File: config.mk
export PLATFORM = sky130hd
export DESIGN_NAME = line_framer
export DESIGN_NICKNAME = d
export VERILOG_FILES = /design/src/rtl/line_framer.sv
export SDC_FILE = /design/constraint.sdc
export NUM_CORES = 1
export LEC_CHECK = 0
export BUFFER_PORTS_ARGS = -buffer_cell sky130_fd_sc_hd__clkbuf_2
export CORE_ASPECT_RATIO = 2
export CORE_MARGIN = 4
export CORE_UTILIZATION = 50
export DETAILED_ROUTE_END_ITERATION = 10
export PLACE_DENSITY = 0.68
export SETUP_SLACK_MARGIN = 0.02
export SYNTH_ARGS = -nofsm -noshare
export SYNTH_HDL_FRONTEND = slang
export SYNTH_SLANG_ARGS = --single-unit
File: constraint.sdc
create_clock -name CLK -period 5.4 [get_ports CLK]
set_input_delay 0.27 -clock CLK [delete_from_list [all_inputs] [get_ports CLK]]
set_output_delay 0.27 -clock CLK [all_outputs]
set_load 0.1 [all_outputs]
File: src/rtl/line_framer.sv
// line_framer: schedules one framed line (sync word, info word, LINE_WORDS
// pixel words, trailer) toward the downstream transfer FIFO. Pixel-buffer
// read latency is absorbed by an 8-entry skid FIFO throttled via PIX_HOLD.
module line_framer #(
   parameter int          LINE_WORDS = 1536,
   parameter logic [31:0] SYNC_WORD  = 32'hA5A5_5A5A
) (
   input  logic        CLK,
   input  logic        RST,
   input  logic        LINE_START,
   input  logic [31:0] PIX_DIN,
   input  logic        PIX_DIN_DV,
   input  logic        PIX_OVRF,
   output logic        PIX_HOLD,
   output logic [31:0] DOUT,
   output logic        DOUT_DV,
   input  logic        AFULL,
   output logic [15:0] LINE_CNT,
   output logic        LINE_DROP,
   output logic        BUSY
);

   typedef enum logic [2:0] {IDLE, HSYNC, HINFO, DATA, TRAIL} state_t;

   localparam logic [15:0] LW16 = 16'(LINE_WORDS);

   state_t      state, state_nxt;

   logic [31:0] skid_mem [8];
   logic [2:0]  wr_ptr, rd_ptr;
   logic [3:0]  level;
   logic        skid_full, skid_empty;
   logic        push, drop_wr, pop;

   logic [15:0] word_cnt;
   logic [15:0] sum;
   logic        ovr;

   logic        sel_vld;
   logic [31:0] sel_word;
   logic        line_done;

   // Mod-2^16 checksum contribution of one packed pixel word.
   function automatic logic [15:0] add_pix(input logic [15:0] acc, input logic [31:0] w);
      return acc + w[31:16] + w[15:0];
   endfunction

   assign skid_full  = (level == 4'd8);
   assign skid_empty = (level == 4'd0);
   // A write into a full skid is dropped and leaves the FIFO untouched.
   assign push       = PIX_DIN_DV && !skid_full;
   assign drop_wr    = PIX_DIN_DV && skid_full;
   assign BUSY       = (state != IDLE);

   // Next-state and word selection for the output register.
   always_comb begin
      state_nxt = state;
      sel_vld   = 1'b0;
      sel_word  = '0;
      pop       = 1'b0;
      line_done = 1'b0;
      case (state)
         IDLE: begin
            if (LINE_START) state_nxt = HSYNC;
         end
         HSYNC: begin
            if (!AFULL) begin
               sel_vld   = 1'b1;
               sel_word  = SYNC_WORD;
               state_nxt = HINFO;
            end
         end
         HINFO: begin
            if (!AFULL) begin
               sel_vld   = 1'b1;
               sel_word  = {LINE_CNT, LW16};
               state_nxt = DATA;
            end
         end
         DATA: begin
            if (!AFULL && !skid_empty) begin
               pop      = 1'b1;
               sel_vld  = 1'b1;
               sel_word = skid_mem[rd_ptr];
               if (word_cnt + 16'd1 == LW16) state_nxt = TRAIL;
            end
         end
         TRAIL: begin
            if (!AFULL) begin
               sel_vld   = 1'b1;
               sel_word  = {ovr, 15'd0, sum};
               line_done = 1'b1;
               state_nxt = IDLE;
            end
         end
         default: state_nxt = IDLE;
      endcase
   end

   // State register.
   always_ff @(posedge CLK) begin
      if (RST) state <= IDLE;
      else     state <= state_nxt;
   end

   // Skid FIFO pointers and fill level; reset empties it.
   always_ff @(posedge CLK) begin
      if (RST) begin
         wr_ptr <= '0;
         rd_ptr <= '0;
         level  <= '0;
      end else begin
         if (push) wr_ptr <= wr_ptr + 3'd1;
         if (pop)  rd_ptr <= rd_ptr + 3'd1;
         case ({push, pop})
            2'b10:   level <= level + 4'd1;
            2'b01:   level <= level - 4'd1;
            default: level <= level;
         endcase
      end
   end

   // Skid FIFO storage (data only, not reset).
   always_ff @(posedge CLK) begin
      if (push) skid_mem[wr_ptr] <= PIX_DIN;
   end

   // Per-line bookkeeping: word count, checksum, sticky overflow, line count.
   always_ff @(posedge CLK) begin
      if (RST) begin
         word_cnt <= '0;
         sum      <= '0;
         ovr      <= 1'b0;
         LINE_CNT <= '0;
      end else begin
         if (line_done) begin
            word_cnt <= '0;
            sum      <= '0;
            LINE_CNT <= LINE_CNT + 16'd1;
         end else if (pop) begin
            word_cnt <= word_cnt + 16'd1;
            sum      <= add_pix(sum, skid_mem[rd_ptr]);
         end
         // An overflow event in the trailer cycle is kept for the next line.
         ovr <= (ovr && !line_done) || PIX_OVRF || drop_wr;
      end
   end

   // Registered outputs: framed word, hold to the pixel buffer, drop pulse.
   always_ff @(posedge CLK) begin
      if (RST) begin
         DOUT      <= '0;
         DOUT_DV   <= 1'b0;
         PIX_HOLD  <= 1'b1;
         LINE_DROP <= 1'b0;
      end else begin
         if (sel_vld) DOUT <= sel_word;
         DOUT_DV   <= sel_vld;
         PIX_HOLD  <= (state != DATA) || AFULL || (level >= 4'd4);
         LINE_DROP <= LINE_START && (state != IDLE);
      end
   end

endmodule

; ---- After elaboration in Yosys (flattened, before gate mapping)
; Memories as Yosys holds them, arrays and structs flattened. A register that Yosys moved wholly into a read port is not among the register bits.
; Index checks and enable logic that the tools add are counted.
[op_classes]
addsub = 8
order_cmp = 1
eq_ne = 15
n_mux = 22
reduce_logical = 20
[op_table]
columns = op, n
row1 = 32-bit two-way mux, 4
row2 = 32-bit case mux with 4 select lines, 1
row3 = "16-bit by 1-bit adder with 16-bit output, second input constant", 2
row4 = 16-bit adder, 2
row5 = 3-bit two-way mux, 8
row6 = "16-bit by 11-bit equality test with 1-bit output, second input constant", 1
row7 = 3-bit case mux with 5 select lines, 1
row8 = "2-bit inequality test, second input constant", 6
row9 = 4-bit case mux with 2 select lines, 1
row10 = "3-bit by 1-bit adder with 3-bit output, second input constant", 2
row11 = "3-bit by 2-bit equality test with 1-bit output, second input constant", 2
row12 = 1-bit two-way mux, 6
row13 = 6-bit AND reduction, 1
row14 = 1-bit logical AND, 5
row15 = "4-bit by 1-bit adder with 4-bit output, second input constant", 1
row16 = "4-bit equality test, second input constant", 1
row17 = "4-bit by 3-bit >= comparator with 1-bit output, second input constant", 1
row18 = 1-bit zero test, 4
row19 = 4-bit zero test, 1
row20 = 1-bit logical OR, 4
row21 = "4-bit by 1-bit subtractor with 4-bit output, second input constant", 1
row22 = "3-bit by 1-bit equality test with 1-bit output, second input constant", 1
row23 = "3-bit equality test, second input constant", 1
row24 = 3-bit zero test, 1
row25 = other kinds (8), 8
[word_totals]
reg_bits = 97
mem_bits_rw = 256
input_bits = 38
output_inout_bits = 52
elab_cells = 79
mem_count = 1
[mem_list]
columns = name, words, word_bits, rd, rd_clocked_by_memory_dff, wr, line_no
row1 = skid_mem, 8, 32, 1, 1, 1, 29  ; logic [31:0] skid_mem [8];

; ---- Logic depth before layout (Yosys ltp)
[depth]
ltp_word = 7
depth_mapped = 16
ltp_nobuf = 14

; ---- Least setup slack after synthesis
; OpenSTA, ideal clock, no wires.
[synth_timing]
path_type = register to register
start = register level[3]
end = memory skid_mem[0][0] (enable)
setup_time_ns = 0.501
arrival_ns = 3.955
required_time_ns = 4.899
path_slack_ns = 0.943
path_stages_with_launch = 5
n_path_buf = 0
period_less_slack_ns = 4.457
cell_sequence = dfxtp_1 nor4b_1 nor2b_1 inv_1 nor4_1
[synth_via]
elab_chain_len = 5
[synth_rtl]
columns = item, line_no
row1 = from (decl), 31  ; logic [3:0] level;
row2 = from (signal assigned), 116  ; 2'b10: level <= level + 4'd1;
row3 = from (signal assigned), 117  ; 2'b01: level <= level - 4'd1;
row4 = from (signal assigned), 118  ; default: level <= level;
row5 = 4-bit equality test, 48  ; assign skid_full = (level == 4'd8);
row6 = 1-bit zero test, 51  ; assign push = PIX_DIN_DV && !skid_full;
row7 = 1-bit logical AND, 51
row8 = 1-bit two-way mux, 125  ; if (push) skid_mem[wr_ptr] <= PIX_DIN;
row9 = 1-bit two-way mux (implied by the code), 125
row10 = to (decl), 29
; No other way between the ends.

==> results.toml <==
[logic_synthesis]
netlist_area_sq_um = 14900
post-synth-top-area-cell = "edfxtp_1"
ys.flop_type = "edfxtp_1"
synth_edf_count = 256
netlist.area_leader.share_pct = 51.6
syn-num-nets = 1064
ys_warn_count = 0
ys_async_sr_fraction_pct = 0
ys_seq_area_share_pct = 65.0
synth-seq-cells = 356
ys_top_cells_by_area = "edfxtp_1 (52%), dfxtp_1 (13%), mux4_2 (9.7%)"
syn_avg_cell_area_sq_um = 15.1
syn_inst = 987
yosysUniqueCellTypes = 54

[timing]
setup_tns_ns = 0
slew_viol_final = 0
period_needed_ns = 4.32
slew_headroom_pct = 29.3
setup_viol_count_final = 0
grt_setup_unrepaired = "false"
tightest_slew_ns = 1.05
fmax_ghz = 0.232
clock_skew_ns = 0.0148
fin_hold_ws_ns = 0.0297
hold_violations = 0
fin_crit_sh_pct = 79.9

[critical_path]
start_kind = "flop"
crit_path_end_kind = "flop"
path_class = "flop to flop"
rr_endpoint = "sum[11]"
cp.required_ns = 5.91
slowest_delay_ns = 0.66
crit_arrival_ns = 4.83
rr_worst_depth = 13
crit_slowest_cell = "dfxtp_4"
cp_top_family = "compound AO/OA/AOI/OAI gates"
crit_buf_inv = 2
critPathMaxFanout = 23
path_cells = "mux4_2 > mux2i_1 > fa_1 > inv_1 > ha_1 > inv_1 > fa_1 > nor2b_1 > o31ai_1 > a311oi_1 > o21ai_0 > a2111oi_0 > a311o_1"
r2r_setup_slack_ns = 1.08

[clock_network]
clock_latency_ns = 0.57
cts_tree = "done"
cts_buffer_depth = 3
htree_levels = 1
postCtsSetupBuffers = 0
cts.sinks = 356
cts-root-buf = "clkbuf_16"
cts_made_buffers = 31
clkTransAtPathRegs_ns = 0.07

[floorplan]
die_area_sq_um = 32800
die_w_microns = 130
core_area_sq_um = 29500
start_util_pct = 50.5
io_pins = 90
die_h_microns = 252
rows = 89

[route]
avgViaCountPerCell = 5.99
drt_iter0_markers = 667
ant_nets = 0
routed.top_layer = "met4"
num_vias = 8976
wl_met3_microns = 1730
wl_per_cell_microns = 23.4
remaining_drc_errors = 0
wl_met2_microns = 19300
drt-pass1-iter-count = 5
wl_microns = 35100
wl_met1_microns = 12400

[flow_run]
maxCapViolCount = 0

[layout]
area_delta_synth_final_pct = 15.5
fin_util_pct = 58.3
nNetsFinal = 1188
final_layout_size_suffix_gt1_share_pct = 23.5
antennaDiodeCount = 0
layout_commonest_cell = "edfxtp_1"
final_cell_mix = "edfxtp_1 (256), nor2_1 (100), dfxtp_1 (98), clkbuf_2 (89), mux4_2 (64)"

[global_route]
antenna_found_initial = 0
grt-ovfl-total = 0
gr-usage-all-layers_pct = 21.8
grt_pass1_vias = 9350
grt_max_degree = 57
grt_pass1_wl_microns = 54100

[place]
io_buffers = 89
dpl.hpwl_microns = 23200
routabilityCongestion = 0.948

[worst_hold_path]
hold_depth = 1
worstHoldStart = "PIX_DIN[18]"
holdPathEnd = "skid_mem[1][18]"
hp-class = "input pin to flop"

[power_and_ir_drop]
p_per_area_nw_per_um2 = 385
p_leak_nw = 5.90
peakVddDrop_mv = 0.246

[status]
outcome = "finished, final reports clean"
## power breakdown
| part | total (W) | leakage (nW) | internal (W) | switching [W] |
|---|---|---|---|---|
| Sequential | 0.00311 | 3.14 | 0.00305 | 0.0000682 |
| Combinational | 0.00118 | 2.25 | 0.000290 | 0.000887 |
| Clock | 0.00233 | 0.513 | 0.00134 | 0.000991 |
| Total | 0.00662 | 5.90 | 0.00468 | 0.00195 |
## what timing repair did
item,CTS,global route
hold buffers,32,0
gates resized for setup,0,0
setup endpoints to repair,0,0
hold endpoints to repair,229,0
## registers in the layout, indices dropped and copies added, names as in the netlist, named ones only
name	flops
LINE_CNT	16
ovr	1
level	4
LINE_DROP	1
word_cnt	16
DOUT	32
sum	16
rd_ptr	3
wr_ptr	3
skid_mem	256
DOUT_DV	1
PIX_HOLD	1
state	3
## stage by stage
stage	std cells	worst slack (ns)	instance area [sq um]	total power [W]
2_1_floorplan	987	0.943	14900	0.00404
3_3_place_gp	1410	1.20	15800	0.00432
3_5_place_dp	1410	1.10	15800	0.00433
4_1_cts	1499	1.03	17200	0.00667
5_1_grt	1499	0.650	17200	0.00687
6_report	1499	1.08	17200	0.00662
## cell families (layout without fill, tap and decap cells)
| group | count (synthesis) | in the layout | share of synthesized area (%) |
|---|---|---|---|
| buffers and inverters | 72 | 220 | 2.02 |
| muxes | 101 | 101 | 12.4 |
| AOI/OAI and AO/OA | 117 | 117 | 5.44 |
| adders and majority gates | 39 | 39 | 4.13 |
| xor gates and xnor gates | 52 | 52 | 3.06 |
| DFF | 356 | 356 | 65.0 |
| and+or+nand+nor | 250 | 250 | 7.91 |
## worst register-to-register path, delay by kind of cell, from the launching register on
| kind | cells | cell delay, ns |
|---|---|---|
| and+or+nand+nor | 1 | 0.20 |
| muxes | 2 | 0.85 |
| adders and majority gates | 3 | 1.03 |
| buffers and inverters | 2 | 0.12 |
| AOI/OAI and AO/OA | 5 | 1.41 |
| DFF | 1 | 0.66 |
## final cells by class
| class | count | area, sq um |
|---|---|---|
| Sequential cell | 356 | 9690 |
| Multi-Input combinational cell | 559 | 4960 |
| Clock buffer | 33 | 783 |
| Tap cell | 364 | 455 |
| Timing Repair Buffer | 143 | 943 |
| Clock inverter | 24 | 284 |
| Fill cell | 2256 | 12300 |
| Inverter | 20 | 75.1 |
## per-layer routing
metal	track usage (%)	vias up
met5	0	-
li1	-	4027
met1	24.7	4549
met4	9.66	0
met2	40.2	314
met3	2.79	86
## cells in the mapped netlist, drive strengths merged, types with 4 or more instances
master    n
a222oi   13
and3      6
nor2    103
mux2     28
a211oi    9
o21ai    17
xnor2    22
a221oi   16
nor3     30
or3       7
nand3    16
edfxtp  256
nand2    49
nor4      7
a21o      5
xor2     30
clkbuf   27
dfxtp   100
fa       17
inv      20
mux2i     9
a21oi    34
ha       22
mux4     64
buf      25
nand2b    4
nand4    10
nor2b     6
## worst max-delay path by stage
| stage | from | endpoint | slack [ns] | cells after the start |
|---|---|---|---|---|
| 5_1_grt | flop | sum[13] | 0.65 | 15 |
| 2_1_floorplan | level[3] | skid_mem[0][0] | 0.94 | 4 |
| 4_1_cts | flop | sum[11] | 1.03 | 13 |
| 6_report | flop | sum[11] | 1.08 | 13 |
| 3_5_place_dp | flop | sum[13] | 1.10 | 14 |
| 3_3_place_gp | flop | sum[14] | 1.20 | 11 |
(Power assumes the default switching activity.)
